$ cat src/rtl/rv32_ctrl_pkg.sv
// Control encodings and the ID/EX bundle shared by the RV32 decode/execute slice.
package rv32_ctrl_pkg;

  localparam int XLEN = 32;

  localparam logic [6:0] OP_R      = 7'b0110011;
  localparam logic [6:0] OP_I_ALU  = 7'b0010011;
  localparam logic [6:0] OP_LOAD   = 7'b0000011;
  localparam logic [6:0] OP_STORE  = 7'b0100011;
  localparam logic [6:0] OP_BRANCH = 7'b1100011;
  localparam logic [6:0] OP_JAL    = 7'b1101111;
  localparam logic [6:0] OP_JALR   = 7'b1100111;

  typedef enum logic [1:0] {
    BC_NONE = 2'b00,
    BCB     = 2'b01,
    BCJAL   = 2'b10,
    BCJALR  = 2'b11
  } branch_e;

  typedef enum logic [1:0] {
    M2R_ALU = 2'b00,
    M2R_MEM = 2'b01,
    M2R_PC4 = 2'b10
  } mem2reg_e;

  typedef enum logic [1:0] {
    ALUOP_ADD   = 2'b00,
    ALUOP_SUB   = 2'b01,
    ALUOP_RTYPE = 2'b10,
    ALUOP_ITYPE = 2'b11
  } alu_op_e;

  typedef enum logic [3:0] {
    ALU_AND  = 4'b0000,
    ALU_OR   = 4'b0001,
    ALU_ADD  = 4'b0010,
    ALU_XOR  = 4'b0011,
    ALU_SLL  = 4'b0100,
    ALU_SRL  = 4'b0101,
    ALU_SUB  = 4'b0110,
    ALU_SLT  = 4'b0111,
    ALU_SRA  = 4'b1000,
    ALU_SLTU = 4'b1001
  } alu_ctrl_e;

  typedef struct packed {
    logic     alu_src;
    mem2reg_e mem2reg;
    logic     reg_write;
    logic     mem_read;
    logic     mem_write;
    branch_e  branch;
    alu_op_e  alu_op;
  } ctrl_t;

  // Branch is resolved in ID, so it is not carried into EX.
  typedef struct packed {
    logic            alu_src;
    mem2reg_e        mem2reg;
    logic            reg_write;
    logic            mem_read;
    logic            mem_write;
    alu_op_e         alu_op;
    logic [XLEN-1:0] rs1;
    logic [XLEN-1:0] rs2;
    logic [XLEN-1:0] imm;
    logic            funct7_5;
    logic [2:0]      funct3;
    logic [4:0]      rd;
  } id_ex_t;

endpackage

$ cat src/rtl/rv32_alu.sv
// Combinational EX-stage ALU: ALU control decode plus arithmetic.
// Shifter is built only when ALU_SHIFT_EN is defined; otherwise shift codes yield 0.
module rv32_alu
  import rv32_ctrl_pkg::*;
(
  input  alu_op_e          alu_op,
  input  logic [2:0]       funct3,
  input  logic             funct7_5,
  input  logic             alu_src,
  input  logic [XLEN-1:0]  rs1,
  input  logic [XLEN-1:0]  rs2,
  input  logic [XLEN-1:0]  imm,
  output alu_ctrl_e        alu_ctrl,
  output logic [XLEN-1:0]  result,
  output logic             zero
);

  logic [XLEN-1:0]        op_b;
  logic signed [XLEN-1:0] op_a_s;
  logic signed [XLEN-1:0] op_b_s;

  assign op_b   = alu_src ? imm : rs2;
  assign op_a_s = rs1;
  assign op_b_s = op_b;

  // I-type arithmetic has no SUB form, so funct7_5 only selects SUB for R-type.
  always_comb begin
    alu_ctrl = ALU_ADD;
    case (alu_op)
      ALUOP_ADD: alu_ctrl = ALU_ADD;
      ALUOP_SUB: alu_ctrl = ALU_SUB;
      default: begin
        case (funct3)
          3'b000:  alu_ctrl = (alu_op == ALUOP_RTYPE && funct7_5) ? ALU_SUB : ALU_ADD;
          3'b001:  alu_ctrl = ALU_SLL;
          3'b010:  alu_ctrl = ALU_SLT;
          3'b011:  alu_ctrl = ALU_SLTU;
          3'b100:  alu_ctrl = ALU_XOR;
          3'b101:  alu_ctrl = funct7_5 ? ALU_SRA : ALU_SRL;
          3'b110:  alu_ctrl = ALU_OR;
          default: alu_ctrl = ALU_AND;
        endcase
      end
    endcase
  end

  always_comb begin
    result = '0;
    case (alu_ctrl)
      ALU_AND:  result = rs1 & op_b;
      ALU_OR:   result = rs1 | op_b;
      ALU_ADD:  result = rs1 + op_b;
      ALU_XOR:  result = rs1 ^ op_b;
      ALU_SUB:  result = rs1 - op_b;
      ALU_SLT:  result = {{(XLEN-1){1'b0}}, (op_a_s < op_b_s)};
      ALU_SLTU: result = {{(XLEN-1){1'b0}}, (rs1 < op_b)};
`ifdef ALU_SHIFT_EN
      ALU_SLL:  result = rs1 << op_b[4:0];
      ALU_SRL:  result = rs1 >> op_b[4:0];
      ALU_SRA:  result = op_a_s >>> op_b[4:0];
`else
      ALU_SLL:  result = '0;
      ALU_SRL:  result = '0;
      ALU_SRA:  result = '0;
`endif
      default:  result = '0;
    endcase
  end

  assign zero = (result == '0);

endmodule

$ cat src/rtl/rv32_decode_exec_unit.sv
// Decode-to-execute slice of the RV32 pipeline: main decode, ID/EX register and EX ALU.
// Optional shifter enabled with ALU_SHIFT_EN.
module rv32_decode_exec_unit
  import rv32_ctrl_pkg::*;
(
  input  logic             clockCPU,
  input  logic             reset,
  input  logic [31:0]      instr_i,
  input  logic [XLEN-1:0]  rs1_data_i,
  input  logic [XLEN-1:0]  rs2_data_i,
  input  logic [XLEN-1:0]  imm_i,
  output logic [1:0]       id_branch_o,
  output logic [XLEN-1:0]  alu_result_o,
  output logic             alu_zero_o,
  output logic [XLEN-1:0]  store_data_o,
  output logic [1:0]       ex_mem2reg_o,
  output logic             ex_regwrite_o,
  output logic             ex_memread_o,
  output logic             ex_memwrite_o,
  output logic [4:0]       ex_rd_o,
  output logic [3:0]       alu_ctrl_o
);

  ctrl_t     id_ctrl;
  id_ex_t    id_ex;
  alu_ctrl_e ex_alu_ctrl;
  logic      unused_instr_bits;

  assign unused_instr_bits = ^{instr_i[31], instr_i[29:15]};

  // Unknown opcodes decode to an all-zero bubble with no side effects.
  always_comb begin
    id_ctrl = '0;
    case (instr_i[6:0])
      OP_R:      id_ctrl = '{alu_src: 1'b0, mem2reg: M2R_ALU, reg_write: 1'b1, mem_read: 1'b0,
                             mem_write: 1'b0, branch: BC_NONE, alu_op: ALUOP_RTYPE};
      OP_I_ALU:  id_ctrl = '{alu_src: 1'b1, mem2reg: M2R_ALU, reg_write: 1'b1, mem_read: 1'b0,
                             mem_write: 1'b0, branch: BC_NONE, alu_op: ALUOP_ITYPE};
      OP_LOAD:   id_ctrl = '{alu_src: 1'b1, mem2reg: M2R_MEM, reg_write: 1'b1, mem_read: 1'b1,
                             mem_write: 1'b0, branch: BC_NONE, alu_op: ALUOP_ADD};
      OP_STORE:  id_ctrl = '{alu_src: 1'b1, mem2reg: M2R_ALU, reg_write: 1'b0, mem_read: 1'b0,
                             mem_write: 1'b1, branch: BC_NONE, alu_op: ALUOP_ADD};
      OP_BRANCH: id_ctrl = '{alu_src: 1'b0, mem2reg: M2R_ALU, reg_write: 1'b0, mem_read: 1'b0,
                             mem_write: 1'b0, branch: BCB, alu_op: ALUOP_SUB};
      OP_JAL:    id_ctrl = '{alu_src: 1'b0, mem2reg: M2R_PC4, reg_write: 1'b1, mem_read: 1'b0,
                             mem_write: 1'b0, branch: BCJAL, alu_op: ALUOP_ADD};
      OP_JALR:   id_ctrl = '{alu_src: 1'b1, mem2reg: M2R_PC4, reg_write: 1'b1, mem_read: 1'b0,
                             mem_write: 1'b0, branch: BCJALR, alu_op: ALUOP_ADD};
      default:   id_ctrl = '0;
    endcase
  end

  assign id_branch_o = id_ctrl.branch;

  always_ff @(posedge clockCPU or posedge reset) begin
    if (reset) begin
      id_ex <= '0;
    end else begin
      id_ex <= '{alu_src:   id_ctrl.alu_src,
                 mem2reg:   id_ctrl.mem2reg,
                 reg_write: id_ctrl.reg_write,
                 mem_read:  id_ctrl.mem_read,
                 mem_write: id_ctrl.mem_write,
                 alu_op:    id_ctrl.alu_op,
                 rs1:       rs1_data_i,
                 rs2:       rs2_data_i,
                 imm:       imm_i,
                 funct7_5:  instr_i[30],
                 funct3:    instr_i[14:12],
                 rd:        instr_i[11:7]};
    end
  end

  rv32_alu u_alu (
    .alu_op   (id_ex.alu_op),
    .funct3   (id_ex.funct3),
    .funct7_5 (id_ex.funct7_5),
    .alu_src  (id_ex.alu_src),
    .rs1      (id_ex.rs1),
    .rs2      (id_ex.rs2),
    .imm      (id_ex.imm),
    .alu_ctrl (ex_alu_ctrl),
    .result   (alu_result_o),
    .zero     (alu_zero_o)
  );

  assign alu_ctrl_o    = ex_alu_ctrl;
  assign store_data_o  = id_ex.rs2;
  assign ex_mem2reg_o  = id_ex.mem2reg;
  assign ex_regwrite_o = id_ex.reg_write;
  assign ex_memread_o  = id_ex.mem_read;
  assign ex_memwrite_o = id_ex.mem_write;
  assign ex_rd_o       = id_ex.rd;

endmodule

$ cat config.mk
export PLATFORM = sky130hd
export DESIGN_NAME = rv32_decode_exec_unit
export DESIGN_NICKNAME = d
export VERILOG_FILES = /design/src/rtl/rv32_ctrl_pkg.sv /design/src/rtl/rv32_alu.sv /design/src/rtl/rv32_decode_exec_unit.sv
export SDC_FILE = /design/constraint.sdc
export NUM_CORES = 1
export LEC_CHECK = 0
export ABC_CLOCK_PERIOD_IN_PS = 5350
export BUFFER_PORTS_ARGS = -buffer_cell sky130_fd_sc_hd__buf_2
export CAP_MARGIN = 0
export CORE_MARGIN = 3
export CORE_UTILIZATION = 50
export CTS_CLUSTER_DIAMETER = 40
export DETAILED_ROUTE_END_ITERATION = 12
export PLACE_DENSITY = 0.77
export SLEW_MARGIN = 20
export SYNTH_ARGS = -nofsm -noshare
export SYNTH_HDL_FRONTEND = slang
export SYNTH_HIERARCHICAL = 1
export SYNTH_SLANG_ARGS = --single-unit
$ cat constraint.sdc
create_clock -name clockCPU -period 5.35 [get_ports clockCPU]
set_input_delay 0.8025 -clock clockCPU [delete_from_list [all_inputs] [get_ports clockCPU]]
set_output_delay 0.8025 -clock clockCPU [all_outputs]
set_load 0.01 [all_outputs]
After elaboration in Yosys (flattened, before gate mapping). Cells that the tools add are included.

Bits in registers: 113. Output and inout bits: 81. Logic and storage cells: 52.

$add $sub $neg: 2. Magnitude comparators: 2. Eq/ne operators: 21. Mux-type cells: 7. Bitwise operators: 3. Reduce and logical (&&, ||, !) cells: 5.

Operator list (number): $pmux 32 s7 (1); $pmux 10 s7 (1); $lt 32x32->1 (2); $add 32x32->32 (1); $and 32x32->32 (1); $logic_not 32->1 (1); $mux 32 (1); $or 32x32->32 (1); $sub 32x32->32 (1); $xor 32x32->32 (1); $pmux 4 s7 (1); $eq 7x7->1 const B (3); $eq 7x6->1 const B (2); $eq 3x3->1 const B (3); $eq 4x2->1 const B (2); $eq 4x3->1 const B (2); $pmux 4 s2 (1); $eq 7x2->1 const B (1); $eq 7x5->1 const B (1); $eq 3x2->1 const B (2); $eq 4x1->1 const B (1); $eq 4x4->1 const B (1); $logic_not 4->1 (1); $mux 4 (1); 7 further kinds (7).

Longest topological paths before layout. Gate-level depths: netlist of the first run.

Word-level depth: 8. Mapped depth: 18. Gate-level depth less buffers: 16.

Modules after synthesis. The synthesis of the first run kept the hierarchy.

Modules (own cells, without submodules): rv32_alu (times used 1, cells each 925, area each 6088.3 µm²); rv32_decode_exec_unit (times used 1, cells each 173, area each 3221.8 µm²).

Least setup slack after synthesis of the first run. Ideal clock, no wire load.

Path type: reg-to-output. Start: reg id_ex[112] in the netlist's numbering. End: out alu_zero_o. Data arrival time: 4.568 ns. Data required time: 4.548 ns. Path slack: -0.021 ns. Stages on the path, launching flop included: 18. Path through: dfrtp_1 > clkbuf_1 > buf_1 > mux2i_1 > inv_1 > ha_1 > fa_1 > a211oi_2 > o21ai_2 > a21boi_4 > o21ai_1 > a41oi_1 > mux2_1 > a221oi_1 > o21ai_1 > or4_1 > nor4_1 > nor3b_2.

Cells in the longest elaborated chain, start to end: 4. Elaborated cells between the ends (all ways): 10. Those cells by class: 2 x add/sub; 2 x order compare; 2 x mux; 3 x bitwise; 1 x reduce/logical.

RTL lines: start: declaration (RTL line rv32_decode_exec_unit.sv:25) `id_ex_t id_ex;`; start signal: assignment (RTL line rv32_decode_exec_unit.sv:59) `id_ex <= '{alu_src: id_ctrl.alu_src,`; $mux 32 (*) (RTL line rv32_alu.sv:22) `assign op_b = alu_src ? imm : rs2;`; $sub 32x32->32, or another cell as far along (RTL line rv32_alu.sv:54) `ALU_SUB: result = rs1 - op_b;`; $pmux 32 s7 (*) (RTL line rv32_alu.sv:49) `case (alu_ctrl)`; named net alu_result_o[30] (RTL line rv32_decode_exec_unit.sv:13) `output logic [XLEN-1:0] alu_result_o,`; $logic_not 32->1 (*) (RTL line rv32_alu.sv:70) `assign zero = (result == '0);`; end: declaration (RTL line rv32_decode_exec_unit.sv:14) `output logic alu_zero_o,`.

The timed path passes the listed nets; every way through them passes the cells marked *.

Worst setup path in the final report of the first run.
Start: reg id_ex[112] in the netlist's numbering. End: out alu_zero_o.

Cells in the longest elaborated chain, start to end: 4. Elaborated cells between the ends (all ways): 10. Those cells by class: 2 x add/sub; 2 x order compare; 2 x mux; 3 x bitwise; 1 x reduce/logical.

RTL lines (RTL line): $mux 32 (*) (rv32_alu.sv:22); $sub 32x32->32, or another cell as far along (rv32_alu.sv:54); $pmux 32 s7 (*) (rv32_alu.sv:49); $logic_not 32->1 (*) (rv32_alu.sv:70).

Every way passes the cells marked *; elsewhere a longest branch is shown, timed or not.

==> impl_metrics.csv, run 1 <==
group,metric,value,unit
clock_network,clk_pin_slew,80,ps
layout,seq_area,2810,sq um
timing,slew_headroom,49.1,%
route,drt-initial-drc-count,1008,
floorplanning,fp.dieH,142,um
run_status,violations,"negative setup slack",
placed_design,portBuffers,194,
logic_synthesis,synth-seq-cells,112,
pwr,vdd_ir_drop_max,0.000186,V
layout,nNetsFinal,1590,
logic_synthesis,synth-warning-count,6,
route,first_pass_iters,6,
timing,tightest_slew,764,ps
setup_path,path_common_cell,"buf_4",
grt,grt_pass1_vias,8957,
logic_synthesis,async_flop_share,100,%
logic_synthesis,ys_seq_area_share,30.1,%
clock_network,cts_buffers,9,
setup_path,crit_arrival,4700,ps
layout,area_growth,35.8,%
timing,fin_crit_sh,103,%
timing,fmax,0.182,GHz
setup_path,cp_max_fo,6,
setup_path,max_stage_delay,560,ps
timing,drv_slew,0,
setup_path,critPathKind,"flop to output port",
floorplanning,num_io_pins,211,
placed_design,gp_congestion,1.01,
setup_path,cp.required,4550,ps
run_status,status,"finished, violations left",
grt,grt.overflow.total,0,
route,wirelength,30000,um
clock_network,cts.sinks,112,
layout,final_common_cell,"buf_2",
layout,layout_common_cells,"194 x buf_2, 143 x buf_4, 110 x dfrtp_1",
logic_synthesis,synth-main-ff-cell,"dfrtp_1",
logic_synthesis,synth_area,9310,sq um
job,maxCapViolCount,0,
clock_network,cts_tree,"done",
clock_network,cts_hold_buf,0,
grt,antenna_found_initial,1,
floorplanning,core-area,18100,sq um
layout,final_cell_count_no_fill,1594,
setup_path,cpMaxStageDelayCell,"or4_4",
grt,grt_pass1_wl,44900,um
timing,fin_setup_tns,-150,ps
setup_path,startpoint_type,"flop",
pwr,power,0.00279,W
layout,drive_gt1_share,39.8,%
placed_design,dp_cells,1552,
logic_synthesis,synth_nets,1328,
route,wl_per_cell,18.8,um
min_path,hp-class,"input pin to flop",
pwr,p_per_area,221,nW/um^2
clock_network,h-tree-depth,3,
floorplanning,fp.dieW,142,um
placed_design,dp_hpwl,21800,um
timing,fin_crit,5500,ps
timing,finalSetupViolations,1,
setup_path,cp_top_family,"simple AND/OR/NAND/NOR gates",
timing,hold_violations,0,
layout,fill_cells,1419,
clock_network,ctsLongestPathBuffers,2,
logic_synthesis,synth.distinct_cells,91,
logic_synthesis,syn-instance-count,1098,
layout,multi_input_area,6640,sq um
logic_synthesis,syn_area_per_cell,8.48,sq um
route,drc,0,
grt,grt.total_usage,27.5,%
layout,stdcell_area,12600,sq um
layout,diodes,0,
setup_path,cp-end-kind,"output port",
logic_synthesis,synth_edf_count,0,
route,antenna_left,0,
timing,rsz0062_at_grt,"yes",
setup_path,crit_chain,"buf_12, buf_12, buf_16, mux2i_4, buf_4, ha_4, buf_6, or4_4, nor4b_4, o21ai_1, nand2_1, a311o_1, buf_4, o21ai_0, nor4b_1, a21oi_1, nand4_1, nor4_2, buf_4, nor3b_4, buf_2",
floorplanning,rows,49,
floorplanning,start_util,51.3,%
floorplanning,dieArea,20300,sq um
grt,grt_max_degree,63,
clock_network,root_buffer,"clkbuf_16",
placed_design,place_area,11000,sq um
route,num_vias,9583,
route,vias_per_cell,6.01,
setup_path,crit_buf_inv,8,
pwr,p_leak,5.91,nW
timing,timing.final.ws_setup,-150,ps
cell families (layout without fill, tap and decap cells):
| group | after synthesis | in the layout | share of synthesized area [%] |
|---|---|---|---|
| AO/OA/AOI/OAI | 337 | 337 | 24.9 |
| AND/OR/NAND/NOR | 304 | 304 | 16.2 |
| buffers and inverters | 196 | 463 | 9.99 |
| flip-flops | 112 | 112 | 30.1 |
| adder cells (fa/ha/maj) | 100 | 100 | 13.6 |
| multiplexers | 39 | 39 | 4.22 |
| XOR/XNOR | 10 | 10 | 0.941 |
synthesized netlist by cell type, types with 4 or more instances:
| master | n | area [sq um] |
|---|---|---|
| nand3_1 | 20 | 100 |
| dfrtp_1 | 112 | 2800 |
| nor4_1 | 7 | 43.8 |
| o21a_1 | 9 | 67.6 |
| xnor2_1 | 9 | 78.8 |
| buf_2 | 14 | 70.1 |
| nor3_1 | 33 | 165 |
| o31ai_1 | 9 | 67.6 |
| o311a_1 | 4 | 40.0 |
| a21o_1 | 20 | 150 |
| o21bai_1 | 11 | 82.6 |
| a21oi_1 | 91 | 455 |
| nor2_1 | 82 | 308 |
| and3_1 | 6 | 37.5 |
| or3_1 | 7 | 43.8 |
| o211ai_1 | 10 | 75.1 |
| o221a_2 | 5 | 56.3 |
| nand4_1 | 5 | 31.3 |
| nand2b_1 | 14 | 87.6 |
| inv_2 | 7 | 26.3 |
| nand2_1 | 75 | 282 |
| buf_4 | 43 | 323 |
| mux2i_1 | 37 | 370 |
| o21ai_0 | 56 | 280 |
| clkbuf_1 | 34 | 128 |
| a31oi_1 | 12 | 75.1 |
| inv_1 | 90 | 338 |
| o22ai_1 | 7 | 43.8 |
| a2111oi_0 | 11 | 96.3 |
| o21ai_1 | 7 | 35.0 |
| or4_1 | 7 | 52.6 |
| buf_1 | 6 | 22.5 |
| ha_1 | 98 | 1230 |
| or2_2 | 4 | 25.0 |
| a221oi_1 | 8 | 70.1 |
| a221o_1 | 6 | 60.1 |
| nor3b_1 | 4 | 30.0 |
| nor2b_1 | 18 | 113 |
| nor4b_1 | 6 | 52.6 |
| a22oi_1 | 6 | 45.0 |
| a211oi_1 | 11 | 82.6 |
per-stage QoR:
step / hold slack [ps] / setup slack, ps / utilization [%]
finish: 537 / -150 / 69.7
global route: 525 / -321 / 69.7
CTS: 534 / -222 / 64.8
detailed placement: 912 / -45.0 / 60.7
global placement: 910 / 5.20 / 60.7
floorplan: 834 / 74.1 / -
metal layers:
layer  global-route usage, %  part of all wire (%)
met5                       0                 0.040
met2                    43.5                    48
met3                    6.08                   8.6
met1                    36.6                    40
met4                    11.1                   3.5
timing repair:
item                       4_1_cts  5_1_grt
pin swaps                       19       54
gates cloned                     1        0
buffers inserted                 8       17
resized for setup               71      141
setup endpoints to repair        3        5
cell type report:
type	count	area share (%)
clock buffer	9	1.78
clock inverter	7	0.613
inverter	97	2.90
multi-input combinational	790	52.5
sequential	112	22.2
tap	229	2.27
timing repair buffer	350	17.8
registers in the layout, summed over array words and instances, names as in the netlist:
| signal | flops |
|---|---|
| ex_regwrite_o | 1 |
| ex_rd_o | 5 |
| ex_memwrite_o | 1 |
| id_ex | 71 |
| ex_mem2reg_o | 2 |
| store_data_o | 32 |
report_power, final:
group	leakage, nW	switching, W	total (W)	internal [W]
Combinational	4.44	0.000636	0.00116	0.000525
Sequential	1.32	0.0000349	0.000922	0.000887
Clock	0.153	0.000337	0.000707	0.000371
Total	5.91	0.00101	0.00279	0.00178
final timing paths:
kind,from,endpoint,cells past startpoint
min in group asynchronous,reset,store_data_o[8],2
max in group asynchronous,reset,id_ex[5],3
setup / recovery,id_ex[112],alu_zero_o,21
hold / removal,imm_i[22],id_ex[31],1
Note: power is estimated with default switching activity, not from simulation.
==> inputs of run 2 (changes only) <==
Settings changed: ABC_CLOCK_PERIOD_IN_PS 5350 to 5700, CORE_UTILIZATION 50 to 56, PLACE_DENSITY 0.77 to default, PLACE_DENSITY_LB_ADDON from default to 0.2.
Clock period 5.35 ns to 5.7 ns, I/O delays scaled along.
==> impl_metrics.csv, run 2 (synthesis gave the netlist of run 1 again) <==
group,metric,value,unit
layout,largest_register,"id_ex",
floorplanning,fp.dieW,135,um
floorplanning,core-area,16100,sq um
layout,final_common_cell,"buf_2",
clock_network,cts_tree,"done",
run_status,status,"completed",
placed_design,portBuffers,194,
floorplanning,fp.dieH,135,um
setup_path,cp-end-kind,"output port",
route,wl_per_cell,18.6,um
layout,layout_common_cells,"194 x buf_2, 110 x dfrtp_1, 87 x inv_1",
timing,finalSetupViolations,0,
clock_network,clk_pin_slew,80,ps
placed_design,dp_hpwl,20200,um
route,drc,0,
pwr,vdd_ir_drop_max,0.000230,V
clock_network,root_buffer,"clkbuf_16",
layout,final_cell_count_no_fill,1498,
timing,fin_setup_tns,0,ps
setup_path,path_common_cell,"buf_4",
layout,largest_reg_flops,71,
setup_path,cp.required,4850,ps
floorplanning,num_io_pins,211,
min_path,hp-class,"input pin to asynchronous set/reset pin",
grt,grt_pass1_vias,8422,
setup_path,cpMaxStageDelayCell,"fa_2",
grt,antenna_found_initial,0,
route,first_pass_iters,7,
setup_path,cp_max_fo,6,
clock_network,cts_buffers,9,
timing,rsz0062_at_grt,"yes",
route,drt-initial-drc-count,1072,
pwr,p_per_area,209,nW/um^2
grt,grt_pass1_wl,42000,um
setup_path,crit_chain,"buf_12, mux2i_4, inv_2, ha_4, fa_2, a211oi_4, buf_4, buf_4, o21a_1, o22ai_2, o21ai_2, buf_4, nor2_1, a2111oi_1, a21oi_1, nor3_1, nand4_1, nor4_4, nor3b_2, buf_2",
timing,fmax,0.178,GHz
placed_design,dp_cells,1466,
layout,nNetsFinal,1507,
clock_network,ctsLongestPathBuffers,2,
layout,drive_gt1_share,32.3,%
floorplanning,start_util,58.0,%
setup_path,critPathKind,"flop to output port",
timing,tightest_slew,914,ps
clock_network,h-tree-depth,3,
setup_path,crit_arrival,4770,ps
timing,fin_crit_sh,98.8,%
floorplanning,dieArea,18200,sq um
route,vias_per_cell,6.12,
timing,fin_crit,5630,ps
setup_path,startpoint_type,"flop",
timing,hold_violations,0,
layout,area_growth,24.5,%
route,antenna_left,0,
timing,drv_slew,0,
setup_path,max_stage_delay,400,ps
job,maxCapViolCount,0,
route,num_vias,9162,
timing,slew_headroom,39.1,%
grt,grt_max_degree,65,
pwr,p_leak,5.40,nW
clock_network,cts_hold_buf,0,
placed_design,gp_congestion,1.00,
floorplanning,rows,46,
layout,diodes,0,
grt,grt.overflow.total,0,
clock_network,cts.sinks,112,
route,wirelength,27800,um
grt,grt.total_usage,28.7,%
==> run 2: worst max-delay path: cells and delay by family, from the launching register on <==
kind,cells,cell delay (ps)
AO/OA/AOI/OAI,6,1330
AND/OR/NAND/NOR,5,1040
buffers and inverters,6,810
adder cells (fa/ha/maj),2,570
flip-flops,1,390
multiplexers,1,250
==> run 2: per-stage QoR <==
step                area [sq um]  util, %  power, W  hold WS [ps]  worst slack [ps]
global placement           10400     65.0   0.00168           956               251
global route               11600     72.2   0.00256           570              -104
detailed placement         10400     65.0   0.00169           964               147
finish                     11600     72.2   0.00242           552              70.7
floorplan                   9310        -   0.00142           886               277
CTS                        10900     68.0   0.00234           569              1.67
==> run 2: layer usage <==
layer	share of wire (%)	wire (um)	global-route usage, %
met4	2.9	804	10.3
met5	0	0	0
met3	9.1	2530	5.96
met1	41	11500	39.0
met2	47	12900	45.5
==> run 2: final timing paths <==
path,from,to,slack [ps]
hold / removal,reset,ex_rd_o[1],550
min in group clockCPU,instr_i[13],id_ex[6],590
max in group asynchronous,reset,store_data_o[27],3950
setup / recovery,id_ex[112],alu_zero_o,70
==> run 2: repair_timing <==
item | CTS | global route
pin swaps | 7 | 19
gates resized for setup | 18 | 119
setup endpoints to repair | 1 | 1
buffers inserted | 7 | 7
gates cloned | 1 | 1
==> run 2: final cells by class <==
cell class | count | area [sq um]
Multi-Input combinational cell | 790 | 6240
Clock buffer | 10 | 229
Fill cell | 1255 | 4470
Sequential cell | 112 | 2810
Timing Repair Buffer | 267 | 1610
Tap cell | 216 | 270
Clock inverter | 6 | 61.3
Inverter | 97 | 367
==> run 2: power by group <==
group          internal (W)  total, W  switching (W)  leakage [nW]
sequential         0.000833  0.000865      0.0000326          1.32
clock              0.000309  0.000629       0.000320         0.139
combinational      0.000397  0.000930       0.000534          3.94
total               0.00154   0.00242       0.000886          5.40
